==> src/rtl/axi_pkg.sv <==
// Shared AXI response/burst codes and FSM state encoding for the SRAM slave.
package axi_pkg;

  localparam logic [1:0] RESP_OKAY   = 2'b00;
  localparam logic [1:0] RESP_SLVERR = 2'b10;

  localparam logic [1:0] BURST_FIXED = 2'b00;
  localparam logic [1:0] BURST_INCR  = 2'b01;
  localparam logic [1:0] BURST_WRAP  = 2'b10;

  // Encodings kept identical to the legacy constants so traces still line up.
  localparam logic [2:0] ST_IDLE    = 3'd0;
  localparam logic [2:0] ST_RD_ADDR = 3'd1;
  localparam logic [2:0] ST_RD_DATA = 3'd2;
  localparam logic [2:0] ST_WR_DATA = 3'd3;
  localparam logic [2:0] ST_WR_RESP = 3'd4;

  typedef enum logic [2:0] {
    IDLE    = ST_IDLE,
    RD_ADDR = ST_RD_ADDR,
    RD_DATA = ST_RD_DATA,
    WR_DATA = ST_WR_DATA,
    WR_RESP = ST_WR_RESP
  } state_t;

endpackage

==> src/rtl/axi_sram_burst_ctr.sv <==
// Beat counter and word-address generator shared by the read and write paths.
module axi_sram_burst_ctr
  import axi_pkg::*;
#(
  parameter int ADDR_W = 16
) (
  input  logic              clk,
  input  logic              reset,
  input  logic              load,
  input  logic [ADDR_W-1:0] load_addr,
  input  logic [3:0]        load_len,
  input  logic [1:0]        load_burst,
  input  logic              advance,
  output logic [ADDR_W-1:0] addr,
  output logic              last
);

  logic [4:0] remaining;
  logic [1:0] burst;

  always_ff @(posedge clk) begin
    if (reset) begin
      addr      <= '0;
      remaining <= '0;
      burst     <= '0;
    end else if (load) begin
      addr      <= load_addr;
      remaining <= {1'b0, load_len} + 5'd1;
      burst     <= load_burst;
    end else if (advance) begin
      remaining <= remaining - 5'd1;
      // WRAP and the reserved code step like INCR; only FIXED holds.
      if (burst != BURST_FIXED) addr <= addr + ADDR_W'(1);
    end
  end

  assign last = (remaining == 5'd1);

endmodule

==> src/rtl/axi_sram_slave.sv <==
// AXI3 slave serving one read or write burst at a time from a 1-cycle-latency SRAM.
// Optional AXI_SRAM_SLAVE_DELAY_EN inserts LFSR-driven 0-3 cycle delays before rvalid/bvalid.
module axi_sram_slave
  import axi_pkg::*;
#(
  parameter int ADDR_W = 16,
  parameter int ID_W   = 4
) (
  input  logic              clk,
  input  logic              reset,
  input  logic [ID_W-1:0]   arid,
  input  logic [31:0]       araddr,
  input  logic [7:0]        arlen,
  input  logic [2:0]        arsize,
  input  logic [1:0]        arburst,
  input  logic [1:0]        arlock,
  input  logic [3:0]        arcache,
  input  logic [2:0]        arprot,
  input  logic              arvalid,
  output logic              arready,
  output logic [ID_W-1:0]   rid,
  output logic [31:0]       rdata,
  output logic [1:0]        rresp,
  output logic              rlast,
  output logic              rvalid,
  input  logic              rready,
  input  logic [ID_W-1:0]   awid,
  input  logic [31:0]       awaddr,
  input  logic [7:0]        awlen,
  input  logic [2:0]        awsize,
  input  logic [1:0]        awburst,
  input  logic [1:0]        awlock,
  input  logic [3:0]        awcache,
  input  logic [2:0]        awprot,
  input  logic              awvalid,
  output logic              awready,
  input  logic [ID_W-1:0]   wid,
  input  logic [31:0]       wdata,
  input  logic [3:0]        wstrb,
  input  logic              wlast,
  input  logic              wvalid,
  output logic              wready,
  output logic [ID_W-1:0]   bid,
  output logic [1:0]        bresp,
  output logic              bvalid,
  input  logic              bready,
  output logic              ram_en,
  output logic [3:0]        ram_wen,
  output logic [ADDR_W-1:0] ram_addr,
  output logic [31:0]       ram_wdata,
  input  logic [31:0]       ram_rdata
);

  state_t            state, state_nxt;
  logic              prio_rd;
  logic [ID_W-1:0]   id_q;
  logic              err;
  logic              rd_first;
  logic [31:0]       rdata_q;
  logic              grant_rd, grant_wr;
  logic              rd_beat, wr_beat;
  logic              ctr_last;
  logic [ADDR_W-1:0] ctr_addr;
  logic              resp_go;

  assign grant_rd = (state == IDLE) && arvalid && (!awvalid || prio_rd);
  assign grant_wr = (state == IDLE) && awvalid && (!arvalid || !prio_rd);
  assign arready  = grant_rd;
  assign awready  = grant_wr;

  assign rd_beat = rvalid && rready;
  assign wr_beat = (state == WR_DATA) && wvalid;

  axi_sram_burst_ctr #(.ADDR_W(ADDR_W)) u_ctr (
    .clk        (clk),
    .reset      (reset),
    .load       (grant_rd || grant_wr),
    .load_addr  (grant_rd ? araddr[ADDR_W+1:2] : awaddr[ADDR_W+1:2]),
    .load_len   (grant_rd ? arlen[3:0] : awlen[3:0]),
    .load_burst (grant_rd ? arburst : awburst),
    .advance    ((rd_beat && !ctr_last) || wr_beat),
    .addr       (ctr_addr),
    .last       (ctr_last)
  );

`ifdef AXI_SRAM_SLAVE_DELAY_EN
  logic [7:0] lfsr;
  logic [1:0] wait_cnt;

  always_ff @(posedge clk) begin
    if (reset) begin
      lfsr     <= 8'hA5;
      wait_cnt <= '0;
    end else begin
      lfsr <= {lfsr[6:0], lfsr[7] ^ lfsr[5] ^ lfsr[4] ^ lfsr[3]};
      if ((state == RD_ADDR) || (wr_beat && ctr_last)) wait_cnt <= lfsr[1:0];
      else if (wait_cnt != 2'd0)                       wait_cnt <= wait_cnt - 2'd1;
    end
  end

  assign resp_go = (wait_cnt == 2'd0);
`else
  assign resp_go = 1'b1;
`endif

  always_comb begin
    state_nxt = state;
    case (state)
      IDLE:    if (grant_rd) state_nxt = RD_ADDR;
               else if (grant_wr) state_nxt = WR_DATA;
      RD_ADDR: state_nxt = RD_DATA;
      RD_DATA: if (rd_beat) state_nxt = ctr_last ? IDLE : RD_ADDR;
      WR_DATA: if (wr_beat && ctr_last) state_nxt = WR_RESP;
      WR_RESP: if (bvalid && bready) state_nxt = IDLE;
      default: state_nxt = IDLE;
    endcase
  end

  always_ff @(posedge clk) begin
    if (reset) begin
      state    <= IDLE;
      prio_rd  <= 1'b1;
      id_q     <= '0;
      err      <= 1'b0;
      rd_first <= 1'b0;
      rdata_q  <= '0;
    end else begin
      state    <= state_nxt;
      rd_first <= (state == RD_ADDR);
      if (grant_rd) begin
        prio_rd <= 1'b0;
        id_q    <= arid;
      end else if (grant_wr) begin
        prio_rd <= 1'b1;
        id_q    <= awid;
      end
      if (rd_first) rdata_q <= ram_rdata;
      if (wr_beat && (wlast != ctr_last)) err <= 1'b1;
      else if (bvalid && bready)          err <= 1'b0;
    end
  end

  // SRAM data arrives in the first RD_DATA cycle; pass it through then and hold the copy after.
  assign rdata  = rd_first ? ram_rdata : rdata_q;
  assign rvalid = (state == RD_DATA) && resp_go;
  assign rid    = id_q;
  assign rresp  = RESP_OKAY;
  assign rlast  = (state == RD_DATA) && ctr_last;

  assign wready = (state == WR_DATA);
  assign bvalid = (state == WR_RESP) && resp_go;
  assign bid    = id_q;
  assign bresp  = ((state == WR_RESP) && err) ? RESP_SLVERR : RESP_OKAY;

  assign ram_en    = (state == RD_ADDR) || wr_beat;
  assign ram_wen   = wr_beat ? wstrb : 4'b0000;
  assign ram_addr  = ctr_addr;
  assign ram_wdata = wdata;

  logic unused_ok;
  assign unused_ok = ^{araddr[31:ADDR_W+2], araddr[1:0], arlen[7:4], arsize, arlock, arcache, arprot,
                       awaddr[31:ADDR_W+2], awaddr[1:0], awlen[7:4], awsize, awlock, awcache, awprot, wid};

endmodule

==> config.mk <==
export PLATFORM = sky130hd
export DESIGN_NAME = axi_sram_slave
export DESIGN_NICKNAME = d
export VERILOG_FILES = /design/src/rtl/axi_pkg.sv /design/src/rtl/axi_sram_burst_ctr.sv /design/src/rtl/axi_sram_slave.sv
export SDC_FILE = /design/constraint.sdc
export NUM_CORES = 1
export LEC_CHECK = 0
export CORE_AREA = 2 2 117 119
export CTS_CLUSTER_SIZE = 14
export DETAILED_ROUTE_END_ITERATION = 6
export DIE_AREA = 0 0 119 121
export MAX_ROUTING_LAYER = met4
export PLACE_DENSITY = 0.75
export SLEW_MARGIN = 25
export SYNTH_ARGS = -nofsm -noshare
export SYNTH_HDL_FRONTEND = slang
export SYNTH_SLANG_ARGS = --single-unit
==> constraint.sdc <==
create_clock -name clk -period 2 [get_ports clk]
set_clock_uncertainty 0.1 [all_clocks]
set_input_delay 0.4 -clock clk [delete_from_list [all_inputs] [get_ports clk]]
set_output_delay 0.4 -clock clk [all_outputs]
set_load 0.02 [all_outputs]
==> results_tabular.tex <==
\begin{tabular}{lr}
\hline
Metric & Value \\
\hline
\multicolumn{2}{l}{\textbf{Worst setup path}} \\
Register-to-register setup slack & 0.06 ns \\
Slowest stage cell, crit path & sky130\_fd\_sc\_hd\_\_dfxtp\_4 \\
Startpoint of the worst register-to-register path & state[0] \\
Data arrival time of the critical path & 1.49 ns \\
Sequence of cells on the critical path & buf\_6 > buf\_16 > mux2\_2 > buf\_2 \\
Worst Setup End Kind & output pin \\
Critical Path Start Type & flip-flop \\
Critical R2R Capture & u\_ctr.remaining[4] \\
Worst path required time & 1.50 ns \\
Critical path fanouts, max & 8 \\
Crit-path max cell delay & 0.41 ns \\
Sum of buffers and inverters on the critical path & 3 \\
Length in cells of the worst reg-to-reg path & 8 \\
Type of the setup path with the least slack & flip-flop to output pin \\
Family of cells with the greatest summed delay on the critical path & flip-flops \\
\multicolumn{2}{l}{\textbf{Clocking}} \\
Number of levels in the clock H-tree & 3 \\
Number of buffers inserted during clock tree synthesis & 9 \\
Hold-fix buffer count after cts & 0 \\
TritonCTS clock tree & built \\
Post-CTS clock slew at the launch and capture registers of the worst setup and hold paths & 0.06 ns \\
Clock latency reported for the late side of the worst-skew pair & 0.33 ns \\
Master cell of the clock root buffer & sky130\_fd\_sc\_hd\_\_clkbuf\_16 \\
CTS Buffer Depth & 2 \\
Clk sinks & 65 \\
\multicolumn{2}{l}{\textbf{Placed design}} \\
RePlAce Congestion & 0.817 \\
Place WS & -0.482 ns \\
DP Wirelength & 8.39 mm \\
Input/output buffers & 163 \\
\multicolumn{2}{l}{\textbf{Floorplanning}} \\
Row count & 42 \\
Area of the die & 14400 sq um \\
Number of primary I/O pins & 299 \\
Floorplan die height & 121 um \\
Initial cell density of the core & 27.6\% \\
DIE WIDTH & 119 um \\
Core Footprint & 13100 sq um \\
\multicolumn{2}{l}{\textbf{Timing}} \\
RSZ-0062 raised after global routing & true \\
Maximum frequency from static timing analysis & 504 MHz \\
Final setup vio count & 0 \\
Count of final max-slew check failures & 0 \\
Setup ws final & 0.0142 ns \\
Final Critical Period & 1.99 ns \\
Final period utilization & 99.3\% \\
Final hold viol count & 0 \\
Final worst hold slack & 0.400 ns \\
\multicolumn{2}{l}{\textbf{GRT}} \\
Pin count of the biggest net entering global routing & 30 \\
Number of global-route vias before repair & 3707 \\
Wire length of the first global-routing pass & 18.3 mm \\
Final global-route overflow total & 0 \\
GRT Total Usage & 16.7\% \\
Antenna violations before repair & 0 \\
\multicolumn{2}{l}{\textbf{Yosys}} \\
Gate count after technology mapping & 412 \\
Post-synthesis register bit count & 65 \\
Most used flip-flop cell after synthesis & sky130\_fd\_sc\_hd\_\_dfxtp\_1 \\
Sequential fraction of the synthesis area & 36.0\% \\
Number of warnings reported in the yosys synthesis log & 0 \\
Async set or reset register ratio after synthesis & 0\% \\
Mapped cell area & 3610 sq um \\
Count of flip-flops with a built-in enable after synthesis & 0 \\
Average cell area after synthesis & 8.77 sq um \\
Synth cell types & 50 \\
\multicolumn{2}{l}{\textbf{Outcome}} \\
Result of the run & complete, no violations \\
\multicolumn{2}{l}{\textbf{Routing}} \\
Routed wirelength normalized by instance count & 15.0 um \\
Antenna violation net count after detailed routing & 0 \\
Post-DR vias/cell & 4.67 \\
Detailed-router iteration count before antenna repair & 4 \\
Detailed Route WL & 11.5 mm \\
Vias after detailed routing & 3571 \\
Number of DRC markers after the initial detailed-route iteration & 101 \\
DRC violation count after routing & 0 \\
\multicolumn{2}{l}{\textbf{Power}} \\
Leakage power total & 0.00245 uW \\
Max IR drop VDD & 468 uV \\
Power density over the cells & 878 nW/um\^{}2 \\
\multicolumn{2}{l}{\textbf{Layout}} \\
Number of diodes added for antenna fixing & 0 \\
Fraction of final layout cells sized beyond drive strength 1 & 31.6\% \\
Post-route core utilization & 45.0\% \\
Nets@finish & 784 \\
Total of fill cells in the finished design & 1234 \\
Area added between synthesis and finish & 63.1\% \\
\multicolumn{2}{l}{\textbf{Hold path}} \\
Count of cells along the worst hold path & 1 \\
Startpoint of the tightest hold check path & prio\_rd \\
End of the worst hold path & prio\_rd \\
Class of the worst hold path & flip-flop to flip-flop \\
\multicolumn{2}{l}{\textbf{Job}} \\
Count of max-cap constraint violations & 0 \\
\hline
\end{tabular}
==> final cells by class <==
cell class | instances | area, sq um | area share, %
Clock inverter | 7 | 119 | 2.02
Timing Repair Buffer | 219 | 1960 | 33.2
Tap cell | 176 | 220 | 3.74
Inverter | 5 | 18.8 | 0.318
Clock buffer | 9 | 225 | 3.82
Multi-Input combinational cell | 284 | 2040 | 34.6
Sequential cell | 65 | 1320 | 22.3
==> placed cells by master (no fill, tap or decap), types with 4 or more instances in the layout <==
master                            netlist  final
sky130_fd_sc_hd__nand2_1               50     49
sky130_fd_sc_hd__nand3_1               12     12
sky130_fd_sc_hd__a211oi_1               8      7
sky130_fd_sc_hd__buf_6                  0      5
sky130_fd_sc_hd__nor3_1                 7      7
sky130_fd_sc_hd__a31oi_1                6      6
sky130_fd_sc_hd__xnor2_1                8      8
sky130_fd_sc_hd__nor4_1                 6      5
sky130_fd_sc_hd__nand4_1                5      5
sky130_fd_sc_hd__and3_1                 9      8
sky130_fd_sc_hd__clkdlybuf4s50_1        0    117
sky130_fd_sc_hd__o21ai_0                6      5
sky130_fd_sc_hd__and2_1                 8      8
sky130_fd_sc_hd__xor2_1                 8      8
sky130_fd_sc_hd__mux2_2                34     32
sky130_fd_sc_hd__buf_2                  1     36
sky130_fd_sc_hd__buf_4                 39     51
sky130_fd_sc_hd__nor2_1                19     17
sky130_fd_sc_hd__a311oi_1               6      6
sky130_fd_sc_hd__buf_12                 0      4
sky130_fd_sc_hd__nor2b_1               32     32
sky130_fd_sc_hd__a31o_2                 6      6
sky130_fd_sc_hd__dfxtp_2                0      6
sky130_fd_sc_hd__a21oi_1               11     11
sky130_fd_sc_hd__dfxtp_1               65     57
sky130_fd_sc_hd__clkbuf_16              0      9
==> how the worst max path moves through the flow <==
stage	start	endpoint	slack, ns	cells after the start
6_report	rd_first	rdata[25]	0.01	4
4_1_cts	u_ctr.remaining[1]	u_ctr.addr[12]	-0.02	7
2_1_floorplan	state[0]	u_ctr.remaining[4]	-0.03	9
3_3_place_gp	wvalid	ram_wen[0]	-0.45	5
5_1_grt	state[0]	u_ctr.remaining[4]	-0.06	8
3_5_place_dp	wvalid	ram_wen[1]	-0.48	5
==> through the flow <==
| step | instances | power (uW) | setup TNS [ns] | cell area [sq um] |
|---|---|---|---|---|
| final | 765 | 5180 | 0 | 5890 |
| after global routing | 765 | 5460 | -0.366 | 5890 |
| after CTS | 763 | 5170 | -0.155 | 5810 |
| after detailed placement | 742 | 3340 | -11.02 | 5540 |
| after global placement | 742 | 3300 | -10.68 | 5540 |
| after floorplan | 414 | 2560 | -0.0291 | 3650 |
==> per-layer routing <==
metal	global-route usage [%]	wire, um
met1	18.8	4950
met4	7.74	240
met5	-	0
met3	4.75	852
met2	27.5	5460
==> timing repair <==
item,CTS,global route
pin swaps,2,6
setup buffers,3,3
gates cloned,2,0
endpoints found under the setup margin,48,37
resized for setup,183,32
==> power breakdown <==
group	leakage (uW)	internal, uW	switching, uW
combinational	0.00176	930	848
clock	0.000162	1220	595
sequential	0.000536	1450	138
==> cell usage after synthesis, drive strengths merged (9+ instances only) <==
library cell | count | area share (%)
nand3 | 13 | 1.9
a21oi | 11 | 1.5
buf | 43 | 8.5
dfxtp | 65 | 36
mux2 | 34 | 11
nor2 | 19 | 2.0
and3 | 9 | 1.6
clkbuf | 17 | 1.8
nand2 | 50 | 5.2
nor2b | 32 | 5.5
==> logic make-up (layout without fill, tap and decap cells) <==
family                     Yosys count  in the layout  synth area share [%]
xor gates and xnor gates            16             16                  3.88
DFF                                 65             65                  36.0
adders and majority gates            4              4                  1.38
muxes                               36             36                  11.1
and+or+nand+nor                    164            164                  24.3
other                                1              3                 0.104
buffers and inverters               65            240                  10.8
AOI/OAI and AO/OA                   61             61                  12.4
==> registers in the layout, indices dropped and copies added (netlist names) <==
signal and count:
u_ctr.remaining 5, rd_first 1, bid 4, err 1, state 3, u_ctr.addr 16
rdata_q 32, prio_rd 1, u_ctr.burst 2
(Power assumes the default switching activity.)
